`src/rtl/riscv_cpu_pkg.sv`:
```
// Shared fetch-stage types: FSM state encoding and the prefetch buffer entry layout.
package riscv_cpu_pkg;

  localparam int unsigned XlenDefault = 32;

  typedef logic [0:0] fetch_state_t;

  localparam fetch_state_t FetchIdle = 1'b0;
  localparam fetch_state_t FetchRun  = 1'b1;

  typedef struct packed {
    logic [XlenDefault-1:0] pc;
    logic [XlenDefault-1:0] instr;
  } fetch_entry_t;

endpackage

```
`src/rtl/fetch_fifo.sv`:
```
// Prefetch buffer: circular FIFO with push/pop/flush; head is read combinationally from storage.
module fetch_fifo #(
  parameter int unsigned Depth = 4,
  parameter int unsigned Width = 64
) (
  input  logic                   clk_i,
  input  logic                   rst_ni,
  input  logic                   push_i,
  input  logic [Width-1:0]       wdata_i,
  input  logic                   pop_i,
  input  logic                   flush_i,
  output logic [Width-1:0]       rdata_o,
  output logic [$clog2(Depth):0] count_o,
  output logic                   full_o,
  output logic                   empty_o
);

  localparam int unsigned PtrW = $clog2(Depth);
  localparam int unsigned CntW = PtrW + 1;

  logic [Width-1:0] mem_q [Depth];
  logic [PtrW-1:0]  wptr_q, wptr_d;
  logic [PtrW-1:0]  rptr_q, rptr_d;
  logic [CntW-1:0]  count_q, count_d;
  logic             push_en, pop_en;

  assign empty_o = (count_q == '0);
  assign full_o  = (count_q == CntW'(Depth));
  assign count_o = count_q;
  assign push_en = push_i & ~flush_i & ~full_o;
  assign pop_en  = pop_i & ~flush_i & ~empty_o;

  // Empty head reads as zero so stale storage never leaks onto the outputs.
  assign rdata_o = empty_o ? '0 : mem_q[rptr_q];

  always_comb begin
    wptr_d  = wptr_q;
    rptr_d  = rptr_q;
    count_d = count_q;
    if (flush_i) begin
      wptr_d  = '0;
      rptr_d  = '0;
      count_d = '0;
    end else begin
      if (push_en) wptr_d = wptr_q + PtrW'(1);
      if (pop_en)  rptr_d = rptr_q + PtrW'(1);
      count_d = count_q + CntW'(push_en) - CntW'(pop_en);
    end
  end

  always_ff @(posedge clk_i or negedge rst_ni) begin
    if (!rst_ni) begin
      wptr_q  <= '0;
      rptr_q  <= '0;
      count_q <= '0;
    end else begin
      wptr_q  <= wptr_d;
      rptr_q  <= rptr_d;
      count_q <= count_d;
    end
  end

  always_ff @(posedge clk_i) begin
    if (push_en) mem_q[wptr_q] <= wdata_i;
  end

endmodule

```
`src/rtl/fetch_stage.sv`:
```
// Instruction fetch stage: issues in-order word fetches, buffers responses in a prefetch FIFO
// and presents them to ID; redirects flush the buffer and drop in-flight responses.
module fetch_stage
  import riscv_cpu_pkg::*;
#(
  parameter int unsigned FIFO_DEPTH = 4,
  parameter int unsigned XLEN       = 32
) (
  input  logic            clk_i,
  input  logic            rst_ni,
  input  logic [XLEN-1:0] boot_addr_i,
  input  logic            fetch_en_i,
  output logic            instr_req_o,
  output logic [XLEN-1:0] instr_addr_o,
  input  logic            instr_gnt_i,
  input  logic            instr_rvalid_i,
  input  logic [XLEN-1:0] instr_rdata_i,
  input  logic            redirect_i,
  input  logic [XLEN-1:0] redirect_addr_i,
  input  logic            id_ready_i,
  output logic            instr_valid_id_o,
  output logic [XLEN-1:0] instr_rdata_id_o,
  output logic [XLEN-1:0] pc_id_o
);

  localparam int unsigned CntW = $clog2(FIFO_DEPTH) + 1;

  fetch_state_t    state_q, state_d;
  logic [XLEN-1:0] fetch_addr_q, fetch_addr_d;
  logic [CntW-1:0] outstanding_q, outstanding_d;
  logic [CntW-1:0] discard_q, discard_d;

  logic [CntW-1:0]   fifo_count;
  logic              fifo_full, fifo_empty;
  logic              fifo_push, fifo_pop;
  logic [2*XLEN-1:0] fifo_wdata, fifo_rdata;
  logic              unused_fifo_full;

  logic [CntW:0]     occupancy;
  logic [CntW-1:0]   live_cnt;
  logic [XLEN-1:0]   rsp_pc;
  logic              gnt_fire;

  assign unused_fifo_full = fifo_full;

  // Buffer slots already promised: in-flight responses plus entries waiting for ID.
  assign occupancy = (CntW+1)'(outstanding_q) + (CntW+1)'(fifo_count);

  assign instr_req_o  = (state_q == FetchRun) & fetch_en_i & ~redirect_i &
                        (occupancy < (CntW+1)'(FIFO_DEPTH));
  assign instr_addr_o = fetch_addr_q;
  assign gnt_fire     = instr_req_o & instr_gnt_i;

  // Non-discarded in-flight requests are contiguous and end just below fetch_addr_q,
  // so the oldest one's address is recovered without storing per-request addresses.
  assign live_cnt = outstanding_q - discard_q;
  assign rsp_pc   = fetch_addr_q - (XLEN'(live_cnt) << 2);

  assign fifo_push  = instr_rvalid_i & (discard_q == '0) & ~redirect_i;
  assign fifo_pop   = instr_valid_id_o & id_ready_i & ~redirect_i;
  assign fifo_wdata = {rsp_pc, instr_rdata_i};

  assign instr_valid_id_o = ~fifo_empty;
  assign pc_id_o          = fifo_rdata[2*XLEN-1:XLEN];
  assign instr_rdata_id_o = fifo_rdata[XLEN-1:0];

  always_comb begin
    state_d = state_q;
    if ((state_q == FetchIdle) && fetch_en_i) state_d = FetchRun;
  end

  always_comb begin
    fetch_addr_d = fetch_addr_q;
    if (redirect_i) begin
      fetch_addr_d = {redirect_addr_i[XLEN-1:2], 2'b00};
    end else if (state_q == FetchIdle) begin
      fetch_addr_d = {boot_addr_i[XLEN-1:2], 2'b00};
    end else if (gnt_fire) begin
      fetch_addr_d = fetch_addr_q + XLEN'(4);
    end
  end

  always_comb begin
    outstanding_d = outstanding_q + CntW'(gnt_fire) - CntW'(instr_rvalid_i);
    discard_d     = discard_q;
    if (redirect_i) begin
      discard_d = outstanding_d;
    end else if (instr_rvalid_i && (discard_q != '0)) begin
      discard_d = discard_q - CntW'(1);
    end
  end

  always_ff @(posedge clk_i or negedge rst_ni) begin
    if (!rst_ni) begin
      state_q       <= FetchIdle;
      fetch_addr_q  <= '0;
      outstanding_q <= '0;
      discard_q     <= '0;
    end else begin
      state_q       <= state_d;
      fetch_addr_q  <= fetch_addr_d;
      outstanding_q <= outstanding_d;
      discard_q     <= discard_d;
    end
  end

  fetch_fifo #(
    .Depth (FIFO_DEPTH),
    .Width (2 * XLEN)
  ) u_fetch_fifo (
    .clk_i   (clk_i),
    .rst_ni  (rst_ni),
    .push_i  (fifo_push),
    .wdata_i (fifo_wdata),
    .pop_i   (fifo_pop),
    .flush_i (redirect_i),
    .rdata_o (fifo_rdata),
    .count_o (fifo_count),
    .full_o  (fifo_full),
    .empty_o (fifo_empty)
  );

endmodule
```
`config.mk`:
```
export PLATFORM = sky130hd
export DESIGN_NAME = fetch_stage
export DESIGN_NICKNAME = d
export VERILOG_FILES = /design/src/rtl/riscv_cpu_pkg.sv /design/src/rtl/fetch_fifo.sv /design/src/rtl/fetch_stage.sv
export SDC_FILE = /design/constraint.sdc
export NUM_CORES = 1
export LEC_CHECK = 0
export BUFFER_PORTS_ARGS = -buffer_cell sky130_fd_sc_hd__buf_2
export CAP_MARGIN = 25
export CORE_MARGIN = 2
export CORE_UTILIZATION = 50
export CTS_CLUSTER_DIAMETER = 200
export CTS_CLUSTER_SIZE = 25
export DETAILED_ROUTE_END_ITERATION = 10
export PLACE_DENSITY = 0.72
export SYNTH_ARGS = -nofsm -noshare
export SYNTH_HDL_FRONTEND = slang
export SYNTH_SLANG_ARGS = --single-unit
```
`constraint.sdc`:
```
create_clock -name clk_i -period 3.9 [get_ports clk_i]
set_input_delay 0.78 -clock clk_i [delete_from_list [all_inputs] [get_ports clk_i]]
set_output_delay 0.78 -clock clk_i [all_outputs]
set_load 0.005 [all_outputs]
```
==> summary.txt <==
Outcome
  • Status: complete, no violations

Logic synthesis
  • Mux cell area share after synthesis: between 10% and 20%
  • Post-synthesis async set-or-reset flop share: about 15%
  • Top post-synthesis cells by count: edfxtp_1 (248), and2_1 (67), mux4_2 (62)
  • Combinational family with the most area after synthesis: multiplexers
  • Top-count cell post-synth: edfxtp_1
  • Post-synthesis register bit count: between 200 and 300
  • Syn Inst Count: 845
  • Synth area leader: edfxtp_1
  • Synth Area in Simple Gates: 10.8%
  • Number of synthesis warnings: 0
  • Most used DFF post-synth: edfxtp_1
  • Number of flops mapped to enable cells by yosys: 248
  • Top post-synthesis cells by area: edfxtp_1 (57%), mux4_2 (11%), dfrtp_1 (8.4%), and2_1 (3.2%), xor2_1 (1.7%)
  • Sequential area share after synthesis: roughly two thirds
  • Compound-Gate Fraction of Synth Area: between 4 and 5%
  • Mapped cell area: around 0.013 mm²
  • Adder-Cell Fraction of Synth Area: between 2 and 2.5%
  • Post-synth cell types: 70
  • Share of the synthesized area in the top cell type: between 50% and 60%
  • Xor and xnor area share after synthesis: around 3.2%
  • Syn_area_per_cell: ~16 µm²

Worst setup path
  • Crit Path Class: reg -> reg
  • Req. time, crit path: between 4000 and 5000 ps
  • WP buf/inv: 2
  • Critical path arrival: 3680 ps
  • Startpoint types: flip-flop
  • Max FO, Critical Path: 7
  • Critical path's top delay family: simple AND/OR/NAND/NOR gates
  • CP max-delay cell: or4_4
  • CP Cell Sequence: inv_1 -> ha_1 -> inv_1 -> fa_1 -> xnor2_1 -> xnor2_1 -> ha_1 -> a21oi_1 -> nand3_2 -> or4_4 -> nor4_1 -> xor2_1
  • Critical path's largest stage delay: roughly 490 ps
  • Setup crit end kind: flip-flop

Timing
  • FMAX: roughly 0.29 GHz
  • Final setup vio count: 0
  • Post-Route Skew: 10.7 ps
  • Max_slew headroom: between 40% and 50%
  • Slew Limit Fails: 0
  • Hold Fails Final Rpt: 0
  • Final min period: about 3400 ps
  • Setup_tns: 0 ps
  • RSZ-0062 raised after global routing: no
  • Period utilisation layout: around 87%
  • Worst Tran Pin Value: about 800 ps

Clock network
  • Worst skew pair latency: about 480 ps
  • CTS Buf Count: 15
  • TritonCTS clock tree: yes
  • CTS H-tree lvls: 1
  • Clock slew at reported path FFs: approximately 90 ps
  • Max clock buf depth: 3
  • Root buffer cell: clkbuf_16
  • Cts hold-fix bufs: 0
  • CTS Sinks: around 290
  • Setup Fix Bufs, Post-CTS: 0
  • CTS resizes: 0

Detailed routing
  • DRT Wirelength: ~27000 µm
  • Detailed Routing Iterations Pass 1: 5
  • Post-DRT Antenna Nets: 0
  • Vias: a little under 8000
  • Initial DRC count: ~550
  • DRC Markers: 0
  • Drt via density: roughly 5.7
  • Drt wl/cell: approximately 20 µm

Finish
  • Area growth syn-to-layout: 13.6%
  • Share of cells above drive strength 1: between 30% and 40%
  • Fin nets: about 1100
  • Final Cell Area: between 0.01 and 0.015 mm²
  • Final Non-Filler Cells: roughly 1400
  • Core Util, Final: 57.7%
  • Number of diodes: 0

Die
  • Area of the core: about 0.026 mm²
  • Row count: between 50 and 60
  • Vert. Die Dim: 166 µm
  • Die width: about 170 µm
  • Top-Level Pins: 201
  • Die area: between 0.02 and 0.03 mm²
  • Starting density of the core: between 50% and 60%

Power
  • Switching part of the total: slightly above 30%
  • VDD IR max: roughly 0.00041 V
  • Share of power burned in registers: 48.3%
  • Leak: approximately 5.4 nW
  • Logic pwr share: 32.1%
  • Switching power: about 2.6 mW
  • Overall power: about 8.4 mW
  • Pwr Density: roughly 570 mW/mm²
  • Pint: approximately 5.8 mW
  • Clock Power Share: approximately a fifth

Global routing
  • Antenna violations before repair: 0
  • Tot GR Track Use: between 10% and 20%
  • Total gr overflow: 0
  • First-pass GRT wire length: ~44000 µm
  • Vias in the first global route: 7842
  • Largest net degree at the start of global routing: 66

Placed design
  • Post-DP Area: 0.0145 mm²
  • Final Wtd Congestion: around 0.89
  • DP HPWL: ~18000 µm
  • Port Buffers: 192
  • Placed instance count: 1338

Hold path
  • Hold WC Path Type: in -> async

Run
  • Maxcap violations: 0
## worst paths after layout
path / slack, ps / endpoint / startpoint / depth (start not counted)
max: 500 / u_fetch_fifo.mem_q[0][58] / outstanding_q[0] / 12
min: 380 / instr_addr_o[3] / rst_ni / 1
min reg2reg: 550 / u_fetch_fifo.wptr_q[0] / u_fetch_fifo.wptr_q[0] / 1
max reg2reg: 500 / u_fetch_fifo.mem_q[0][58] / outstanding_q[0] / 12
max in group asynchronous: 2830 / instr_addr_o[21] / rst_ni / 2
min in group clk_i: 500 / instr_addr_o[2] / redirect_addr_i[2] / 3
## sequential cells by signal (all words and copies together) (netlist names)
signal                flops
u_fetch_fifo.wptr_q       2
discard_q                 3
outstanding_q             3
state_q                   1
u_fetch_fifo.rptr_q       2
instr_addr_o             30
u_fetch_fifo.mem_q      248
u_fetch_fifo.count_o      3
## worst register-to-register path, cell delays in order, from the launching register on
cell     delay, ps
dfrtp_1        410
inv_1           70
ha_1           140
inv_1           50
fa_1           380
xnor2_1        150
xnor2_1        130
ha_1           330
a21oi_1        330
nand3_2        200
or4_4          490
nor4_1         240
xor2_1         290
## stage by stage
| step | setup WS [ps] | hold slack (ps) |
|---|---|---|
| after floorplan | 455 | 484 |
| after global placement | 555 | 524 |
| after detailed placement | 510 | 535 |
| after CTS | 484 | 381 |
| after global routing | 303 | 421 |
| final | 503 | 376 |
## layout by cell type (no fill, tap or decap), drive strengths merged, types with 24 or more instances in the layout
master	count
edfxtp	248
clkbuf	24
xor2	25
o21ai	29
nor2	41
mux4	62
dfrtp	44
and2	67
nand2	32
buf	213
## layer usage
metal,vias to the layer above,part of all wire (%),track usage (%)
met4,0,1.3,3.67
met3,24,6.8,2.96
met1,3847,44,28.4
li1,3559,-,-
met2,317,48,33.3
met5,-,0,0
## power by group through the flow
stage               clock network, mW  registers (mW)  logic (mW)
global placement                    0            4.14        2.69
CTS                              1.70            4.08        2.76
detailed placement                  0            4.15        2.76
global route                     1.81            4.11        3.04
finish                           1.65            4.08        2.71
floorplan                           0            4.00        1.89
## final cells by class
| type | instances | area [µm²] |
|---|---|---|
| repair buffers | 213 | 1210 |
| well taps | 335 | 419 |
| multi-input cells | 475 | 4260 |
| flip-flops and latches | 292 | 8550 |
| fillers | 2044 | 11000 |
| inverters | 23 | 86.3 |
| clock inverters | 1 | 8.76 |
| clock buffers | 24 | 409 |
## cells by family (layout without fill, tap and decap cells)
kind of cell               Yosys count  in the layout
AOI/OAI and AO/OA                   94             94
and+or+nand+nor                    239            239
other                                1              4
adders and majority gates           21             21
xor gates and xnor gates            48             48
DFF                                292            292
muxes                               69             69
buffers and inverters               81            261
(Power assumes the default switching activity.)
